===== config.mk =====
export PLATFORM = sky130hd
export DESIGN_NAME = bus_arbiter2
export DESIGN_NICKNAME = d
export VERILOG_FILES = /design/src/rtl/bus_arbiter2.sv
export SDC_FILE = /design/constraint.sdc
export NUM_CORES = 1
export LEC_CHECK = 0
export ABC_CLOCK_PERIOD_IN_PS = 2640
export CAP_MARGIN = 20
export CORE_AREA = 2 2 122 124
export CTS_BUF_LIST = sky130_fd_sc_hd__clkbuf_8
export DETAILED_ROUTE_END_ITERATION = 8
export DIE_AREA = 0 0 124 126
export GPL_TIMING_DRIVEN = 0
export HOLD_SLACK_MARGIN = 0.02
export SLEW_MARGIN = 20
export SYNTH_ARGS = -nofsm -noshare
export SYNTH_HDL_FRONTEND = slang
export SYNTH_SLANG_ARGS = --single-unit

===== constraint.sdc =====
create_clock -name clk -period 2.64 [get_ports clk]
set_input_delay 0.528 -clock clk [delete_from_list [all_inputs] [get_ports clk]]
set_output_delay 0.528 -clock clk [all_outputs]
set_load 0.005 [all_outputs]

===== src/rtl/bus_arbiter2.sv =====
// Two-master round-robin arbiter in front of a single slave port.
// One transaction in flight; a watchdog forces an error if the slave never answers.
module bus_arbiter2 #(
  parameter int TIMEOUT = 256,
  parameter int TO_W    = 9
) (
  input  logic        clk,
  input  logic        rst,
  input  logic [31:0] m0_address,
  input  logic [31:0] m0_wdata,
  input  logic [3:0]  m0_wsel,
  input  logic        m0_valid,
  output logic [31:0] m0_rdata,
  output logic        m0_ready,
  output logic        m0_error,
  input  logic [31:0] m1_address,
  input  logic [31:0] m1_wdata,
  input  logic [3:0]  m1_wsel,
  input  logic        m1_valid,
  output logic [31:0] m1_rdata,
  output logic        m1_ready,
  output logic        m1_error,
  output logic [31:0] slave_address,
  output logic [31:0] slave_wdata,
  output logic [3:0]  slave_wsel,
  output logic        slave_valid,
  input  logic [31:0] slave_rdata,
  input  logic        slave_ready,
  input  logic        slave_error
);
  typedef enum logic {IDLE, BUSY} state_t;

  typedef struct packed {
    logic [31:0] address;
    logic [31:0] wdata;
    logic [3:0]  wsel;
    logic        valid;
  } req_t;

  localparam logic [TO_W-1:0] TO_LAST = (TIMEOUT == 0) ? '0 : TO_W'(TIMEOUT - 1);

  state_t          state_q, state_d;
  logic            grant_q, grant_d;
  logic            last_q,  last_d;
  logic [TO_W-1:0] tcnt_q,  tcnt_d;

  req_t [1:0] req;
  req_t       gnt_req;
  logic [1:0] rdy, err;

  assign req[0]  = {m0_address, m0_wdata, m0_wsel, m0_valid};
  assign req[1]  = {m1_address, m1_wdata, m1_wsel, m1_valid};
  assign gnt_req = req[grant_q];

  always_ff @(posedge clk) begin
    if (rst) begin
      state_q <= IDLE;
      grant_q <= 1'b0;
      last_q  <= 1'b1;
      tcnt_q  <= '0;
    end else begin
      state_q <= state_d;
      grant_q <= grant_d;
      last_q  <= last_d;
      tcnt_q  <= tcnt_d;
    end
  end

  // Outputs are held quiet while rst is high so a reset mid-transaction emits no response.
  always_comb begin
    state_d       = state_q;
    grant_d       = grant_q;
    last_d        = last_q;
    tcnt_d        = tcnt_q;
    slave_address = '0;
    slave_wdata   = '0;
    slave_wsel    = '0;
    slave_valid   = 1'b0;
    rdy           = '0;
    err           = '0;
    if (!rst) begin
      case (state_q)
        IDLE: begin
          if (m0_valid || m1_valid) begin
            grant_d = (m0_valid && m1_valid) ? ~last_q : m1_valid;
            state_d = BUSY;
            tcnt_d  = '0;
          end
        end
        BUSY: begin
          slave_address = gnt_req.address;
          slave_wdata   = gnt_req.wdata;
          slave_wsel    = gnt_req.wsel;
          slave_valid   = gnt_req.valid;
          if (!gnt_req.valid) begin
            state_d = IDLE;
            last_d  = grant_q;
          end else if (slave_ready || slave_error) begin
            rdy[grant_q] = slave_ready;
            err[grant_q] = slave_error;
            state_d      = IDLE;
            last_d       = grant_q;
          end else if (TIMEOUT != 0 && tcnt_q == TO_LAST) begin
            err[grant_q] = 1'b1;
            slave_valid  = 1'b0;
            state_d      = IDLE;
            last_d       = grant_q;
          end else begin
            tcnt_d = tcnt_q + 1'b1;
          end
        end
        default: state_d = IDLE;
      endcase
    end
  end

  assign m0_ready = rdy[0];
  assign m0_error = err[0];
  assign m1_ready = rdy[1];
  assign m1_error = err[1];
  assign m0_rdata = slave_rdata;
  assign m1_rdata = slave_rdata;
endmodule


After elaboration in Yosys (flattened, before gate mapping)
Index checks and enable logic that the tools add are counted.

storage, ports and cells
  register bits = 12
  input port bits = 174
  output and inout bits = 137
  word-level logic and storage cells = 61

operators by class
  add/subtract/negate cells = 1
  order comparisons = 2
  eq/ne operators = 6
  multiplexer cells = 37
  bitwise logic cells = 4
  reductions and logical operators = 7

operator list
  kind                                                         count
  2-to-1 mux 69 bit                                            2
  2-to-1 mux 32 bit                                            4
  2-to-1 mux 9 bit                                             4
  2-to-1 mux 2 bit                                             9
  case mux 9 bit (2 select lines)                              1
  2-to-1 mux 1 bit                                             13
  adder 9 x 1 -> 9 bit (second input constant)                 1
  == test 9 x 8 -> 1 bit (second input constant)               1
  2-to-1 mux 4 bit                                             2
  != test 2 bit (second input constant)                        3
  bitwise AND 2 bit                                            2
  AND reduction 2 bit                                          2
  AND reduction 4 bit                                          1
  != test 3 x 1 -> 1 bit (second input constant)               1
  logical AND 1 bit                                            2
  logical OR 1 bit                                             2
  less-than comparator 1 x 2 -> 1 bit (second input constant)  1
  != test 2 x 1 -> 1 bit (second input constant)               1
  inverter 1 bit                                               2
  case mux 1 bit (2 select lines)                              1
  demux 1 bit (select 1 bit)                                   1
  >= comparator 1 bit (second input constant)                  1

Logic depth before layout (Yosys ltp)
Gate-level depths: netlist of the first run.

  depth after elaboration = 9
  depth in mapped cells = 9
  gate-level depth less buffers = 9

Worst setup path before layout of the first run
No wires, ideal clock.

  path type = register to register
  from = reg tcnt_q[0]
  to = reg tcnt_q[6]
  library setup time = 0.074 ns
  arrival time = 2.049 ns
  data required time = 2.566 ns
  setup slack = 0.516 ns
  cell stages (with the launch flop) = 10
  path buffers = 0
  period minus slack after synthesis = 2.124 ns
  cell sequence = dfxtp_1 > ha_1 > and3_1 > nand3_1 > nor2_1 > ha_1 > nor4b_4 > and2_4 > or4b_1 > o21ai_0

between the ends
  cells in the longest elaborated chain, start to end = 5
  elaborated cells between the ends (all ways) = 8
  classes of those cells = 1 x add/sub; 2 x eq/ne; 4 x mux; 1 x reduce/logical

ends and longest elaborated chain
  element                          line  RTL
  start, declared                  45    logic [TO_W-1:0] tcnt_q, tcnt_d;
  start signal, assigned           65    tcnt_q <= tcnt_d;
  adder 9 x 1 -> 9 bit             109   tcnt_d = tcnt_q + 1'b1;
  2-to-1 mux 9 bit                 103   end else if (TIMEOUT != 0 && tcnt_q == TO_LAST) begin
  2-to-1 mux 9 bit                 98    end else if (slave_ready || slave_error) begin
  2-to-1 mux 9 bit                 95    if (!gnt_req.valid) begin
  case mux 9 bit (2 select lines)  82    case (state_q)

Parallel ways exist; a longest one is shown, timed or not. The select of a mux whose other input is x is not followed.
A chain may end at the register's enable or synchronous reset.

Worst setup path after layout of the first run
  from = in rst
  to = out slave_wdata[23]

between the ends
  cells in the longest elaborated chain, start to end = 1

ends and longest elaborated chain
  element            line  RTL
  start, declared    8     input logic rst,
  2-to-1 mux 32 bit  81    if (!rst) begin
  end, declared      24    output logic [31:0] slave_wdata,

No other way between the ends.

==> results of run 1 <==
## worst paths after layout
path	from	endpoint	slack (ps)	cells past startpoint
min	tcnt_q[8]	tcnt_q[8]	500	2
max reg2reg	tcnt_q[0]	tcnt_q[6]	400	10
min reg2reg	tcnt_q[8]	tcnt_q[8]	500	2
max	rst	slave_wdata[23]	50	6
## tightest hold or removal path, stage by stage (launching register included)
cell and delay [ps]:
dfxtp_1 290, inv_1 70, o32ai_1 90
## kinds of logic after synthesis
| kind of cell | count (synthesis) | synth area share |
|---|---|---|
| adder cells (fa/ha/maj) | 2 | 0.0115 |
| XOR/XNOR | 1 | 0.00403 |
| flip-flops | 12 | 0.111 |
| buffers and inverters | 87 | 0.265 |
| multiplexers | 70 | 0.325 |
| AND/OR/NAND/NOR | 106 | 0.214 |
| AO/OA/AOI/OAI | 23 | 0.0697 |
## Yosys cell counts, drive strengths merged
master / n
nor2: 77
buf: 75
mux2i: 69
dfxtp: 12
a21oi: 7
nand2: 7
nand3: 7
clkbuf: 6
inv: 6
o21ai: 4
a21o: 3
nor2b: 3
nor3: 3
ha: 2
nand2b: 2
o22ai: 2
o32ai: 2
a211o: 1
a211oi: 1
a311oi: 1
a41oi: 1
and2: 1
and3: 1
mux2: 1
nand4: 1
nor4: 1
nor4b: 1
o21ba: 1
or2b: 1
or4b: 1
xor2: 1
## routing by layer
metal,wire length (um),up-vias
met4,68,0
li1,-,1513
met5,0,-
met1,3880,1353
met3,1000,6
met2,5760,172
## final cells by class
class                           count  area (sq um)
Fill cell                        1462          8970
Timing Repair Buffer              281          2820
Multi-Input combinational cell    202          1400
Buffer                             80           577
Sequential cell                    12           249
Tap cell                          184           230
Clock buffer                        3          41.3
Inverter                            6          22.5
## per-stage QoR
stage	setup slack [ps]	cells	utilization	TNS, ps
6_report	54.7	768	0.373	0
5_1_grt	1.80	768	0.373	0
4_1_cts	6.59	768	0.370	0
3_5_place_dp	-855	763	0.362	-38970
3_3_place_gp	-863	763	0.362	-38060
2_1_floorplan	516	301	-	0
## timing repair
action	in CTS	in global routing
setup buffers	3	0
gates resized for setup	30	22
pin swaps	3	0
hold endpoints to repair	0	0
endpoints found under the setup margin	73	40
cloned	0	0
## report_power, final
group,switching [mW],internal (mW),total (mW)
combinational,0.219,0.487,0.706
clock,0.0659,0.100,0.166
sequential,0.00423,0.184,0.188
total,0.289,0.771,1.06
## registers in the layout (all words and copies together) (netlist names)
signal   cells
last_q       1
grant_q      1
tcnt_q       9
state_q      1
==> results_dict.tcl, run 1 <==
set metrics [dict create \
    worst_path_max_delay_cell "clkdlybuf4s50_1" \
    port_buffers 278 \
    cts-buffers-inserted 3 \
    first_global_vias 3034 \
    drt.antenna.violating_nets 0 \
    timing.setup.critical_path_class "input port to output port" \
    syn_inst_count 301 \
    rows 44 \
    routed_wirelength_mm 10.7 \
    count_of_cell_types_in_the_netlist 33 \
    worst_hold_slack_across_all_endpoints_ps 500 \
    detailedRoute.firstIterationViolations 64 \
    worstSkewPairLatency_ps 240 \
    insertedDiodeCount 0 \
    final_common_cell "clkdlybuf4s50_1" \
    timing_hold_violations_final 0 \
    drv_cap 0 \
    layout_common_cells "261 x clkdlybuf4s50_1, 74 x nor2_1, 70 x buf_4" \
    ys_warn_count 0 \
    report.final.slew_viol_count 0 \
    max_slew_margin 0.686 \
    timing.fmax_mhz 387 \
    initial_core_util 0.152 \
    cts.sink_count 12 \
    largest_net_degree_at_the_start_of_global_routing 11 \
    holdBufCountCts 0 \
    die_height_um 126 \
    grt.met2_usage 0.246 \
    mappedNetlistArea_sq_um 2170 \
    top_ports 311 \
    layout-area-overhead-vs-synth_pct 146 \
    grt_use_met3 0.0290 \
    synth_seq_cells 12 \
    synth_top_area_frac 0.318 \
    cts.root.buffer_cell "clkbuf_8" \
    drtPass1Iterations 4 \
    hold_path_class "flop to flop" \
    total_power_mw 1.06 \
    powerDensity_nw_per_um2 199 \
    worst_setup_hold_path_clk_slew_ps 60 \
    worst_setup_path_end_kind "output port" \
    num-nets-final 762 \
    grt_pass1_wl_mm 15.2 \
    post_synth.cell_area_avg_sq_um 7.22 \
    synth.net_count 477 \
    final_area_sq_um 5340 \
    fp.dieArea_sq_um 15600 \
    wire_per_inst_um 13.9 \
    finalSetupViolations 0 \
    critical_path.max_stage_delay_ps 520 \
    die_x_um 124 \
    drive_above_1_share 0.173 \
    vdd.ir_drop.worst_uv 170 \
    run_status "complete, no violations" \
    crit_path_start_kind "input port" \
    cellLeakagePower_nw 2.22 \
    tritoncts "built" \
    core_area_sq_um 14300 \
    gp_routability_congestion 0.799 \
    critical-path-top-delay-family "buffers and inverters" \
    critPathBufInv 4 \
    placement.cell_area_sq_um 5180 \
    dpl.hpwl_mm 9.24 \
    groute.layer.met1.usage 0.131 \
    critical_path_arrival_ps 2060 \
    cts-root-to-sink-buffers 2 \
    viasPerCell 3.96 \
    rsz_0062_raised_after_global_routing "false" \
    number_of_antenna_violations_at_the_first_check_in_global_routing 0 \
    final.period_utilization 0.979 \
    clock_tree.htree_level_count 1 \
    cp_max_fo 10 \
    crit_chain "clkdlybuf4s15_2 -> or2b_4 -> buf_6 -> buf_4 -> nor2_1 -> clkdlybuf4s50_1" \
    busiest_layer "met2" \
    seq_area_frac_synth 0.111 \
    drc 0 \
    global_route.overflow_total 0 \
    synthDominantAreaCellType "mux2i_1" \
    globalRouteTotalUtil 0.123 \
    worst_clock_skew_ps 8.22 \
    post_synth_main_area_contributors "mux2i_1 32%, buf_4 22%, nor2_1 13%" \
    via_count 3044 \
    cp.required_ps 2110 \
    final_period_minus_worst_setup_slack_ps 2590 \
    max_slew.worst_pin.slew_ps 471 \
]
Note: power is estimated with default switching activity, not from simulation.
==> run 2, diff against run 1 <==
--- a/config.mk
+++ b/config.mk
@@ -13,6 +13,7 @@
 export DIE_AREA = 0 0 124 126
 export GPL_TIMING_DRIVEN = 0
 export HOLD_SLACK_MARGIN = 0.02
+export RECOVER_POWER = 50
 export SLEW_MARGIN = 20
 export SYNTH_ARGS = -nofsm -noshare
 export SYNTH_HDL_FRONTEND = slang
==> results_dict.tcl, run 2 (same netlist as run 1, synthesis figures left out) <==
set metrics [dict create \
    global_route.overflow_total 0 \
    detailedRoute.firstIterationViolations 64 \
    share_comb_of_total_power 0.659 \
    initial_core_util 0.152 \
    largest_net_degree_at_the_start_of_global_routing 11 \
    fp.dieArea_sq_um 15600 \
    powerDensity_nw_per_um2 195 \
    number_of_antenna_violations_at_the_first_check_in_global_routing 0 \
    top_ports 311 \
    cellLeakagePower_nw 2.23 \
    port_buffers 278 \
    cp.required_ps 2110 \
    holdBufCountCts 0 \
    tritoncts "built" \
    clockPowerShare 0.160 \
    die_x_um 124 \
    final_period_minus_worst_setup_slack_ps 2590 \
    worst_setup_hold_path_clk_slew_ps 60 \
    finalSetupViolations 0 \
    cts-root-to-sink-buffers 2 \
    report.final.slew_viol_count 0 \
    timing.setup.critical_path_class "input port to output port" \
    timing_hold_violations_final 0 \
    viasPerCell 3.95 \
    placement.cell_area_sq_um 5180 \
    total_power_mw 1.04 \
    power.net_switching_mw 0.286 \
    drtPass1Iterations 4 \
    core_area_sq_um 14300 \
    worst_clock_skew_ps 7.76 \
    layout-area-overhead-vs-synth_pct 145 \
    cts-buffers-inserted 3 \
    layout_common_cells "197 x clkdlybuf4s50_1, 74 x nor2_1, 69 x buf_4, 69 x mux2i_1, 64 x dlygate4sd3_1" \
    max_slew.worst_pin.slew_ps 454 \
    rows 44 \
    max_slew_margin 0.697 \
    drv_cap 0 \
    num-nets-final 762 \
    worst_setup_path_end_kind "output port" \
    crit_path_start_kind "input port" \
    num-fill-cells 1465 \
    power.switching_fraction 0.275 \
    final_area_sq_um 5330 \
    first_global_vias 3034 \
    grt_pass1_wl_mm 15.2 \
    intPower_mw 0.752 \
    multi_input_comb_area_sq_um 1390 \
    routed_wirelength_mm 10.6 \
    final_common_cell "clkdlybuf4s50_1" \
    critical_path_arrival_ps 2060 \
    drive_above_1_share 0.168 \
    drc 0 \
    largest_register_ffs 9 \
    rsz_0062_raised_after_global_routing "false" \
    globalRouteTotalUtil 0.123 \
    seq_power_share 0.181 \
    cp_max_fo 10 \
    worstSkewPairLatency_ps 240 \
    insertedDiodeCount 0 \
    wire_per_inst_um 13.9 \
    timing.fmax_mhz 386 \
    cts.sink_count 12 \
    gp_routability_congestion 0.799 \
    clock_tree.htree_level_count 1 \
    vdd.ir_drop.worst_uv 170 \
    dpl.hpwl_mm 9.24 \
    via_count 3034 \
    final.period_utilization 0.980 \
    drt.antenna.violating_nets 0 \
    run_status "complete, no violations" \
    die_height_um 126 \
    hold_path_class "flop to flop" \
    top_register "tcnt_q" \
    register_area_sq_um 249 \
    cts.root.buffer_cell "clkbuf_8" \
]
==> run 2: per-layer routing <==
layer	share of wire	global-route usage
met2	0.54	0.246
met3	0.094	0.0290
met1	0.36	0.131
met4	0.0064	0.0126
met5	0	0
==> run 2: power by group through the flow <==
stage	Combinational, mW	Clock, mW	Sequential, mW
final	0.684	0.166	0.188
after detailed placement	0.708	0	0.193
after global routing	0.738	0.177	0.189
after CTS	0.714	0.165	0.188
after floorplan	0.266	0	0.192
after global placement	0.703	0	0.193
==> run 2: stage by stage <==
step,setup slack (ps),instances,utilization,TNS (ps),hold WS [ps]
2_1_floorplan,516,301,-,0,449
3_3_place_gp,-863,763,0.362,-38060,465
3_5_place_dp,-855,763,0.362,-38970,485
4_1_cts,6.59,768,0.370,0,496
5_1_grt,1.80,768,0.372,0,519
6_report,52.6,768,0.372,0,495
==> run 2: worst max-delay path, stage by stage <==
cell             delay, ps
clkdlybuf4s15_2        240
or2b_4                 320
buf_6                  160
buf_4                  170
nor2_1                 110
clkdlybuf4s50_1        520
==> run 2: path summary, 6_finish.rpt <==
| path | from | endpoint | slack [ps] | cells past startpoint |
|---|---|---|---|---|
| hold / removal | tcnt_q[8] | tcnt_q[8] | 500 | 2 |
| setup / recovery | rst | slave_wdata[23] | 50 | 6 |
| setup reg to reg | tcnt_q[0] | tcnt_q[6] | 290 | 10 |
| hold reg to reg | tcnt_q[8] | tcnt_q[8] | 500 | 2 |
==> run 2: repair_timing <==
action                                  CTS  global route
hold endpoints to repair                  0             0
endpoints found under the setup margin   73            40
resized for setup                        30            22
pin swaps                                 3             0
setup buffers                             3             0
==> run 2: area by class of cell <==
class	count	area share
plain buffers	80	0.108
well taps	184	0.0432
repair buffers	281	0.529
clock buffers	3	0.00775
flip-flops and latches	12	0.0467
multi-input cells	202	0.261
inverters	6	0.00423
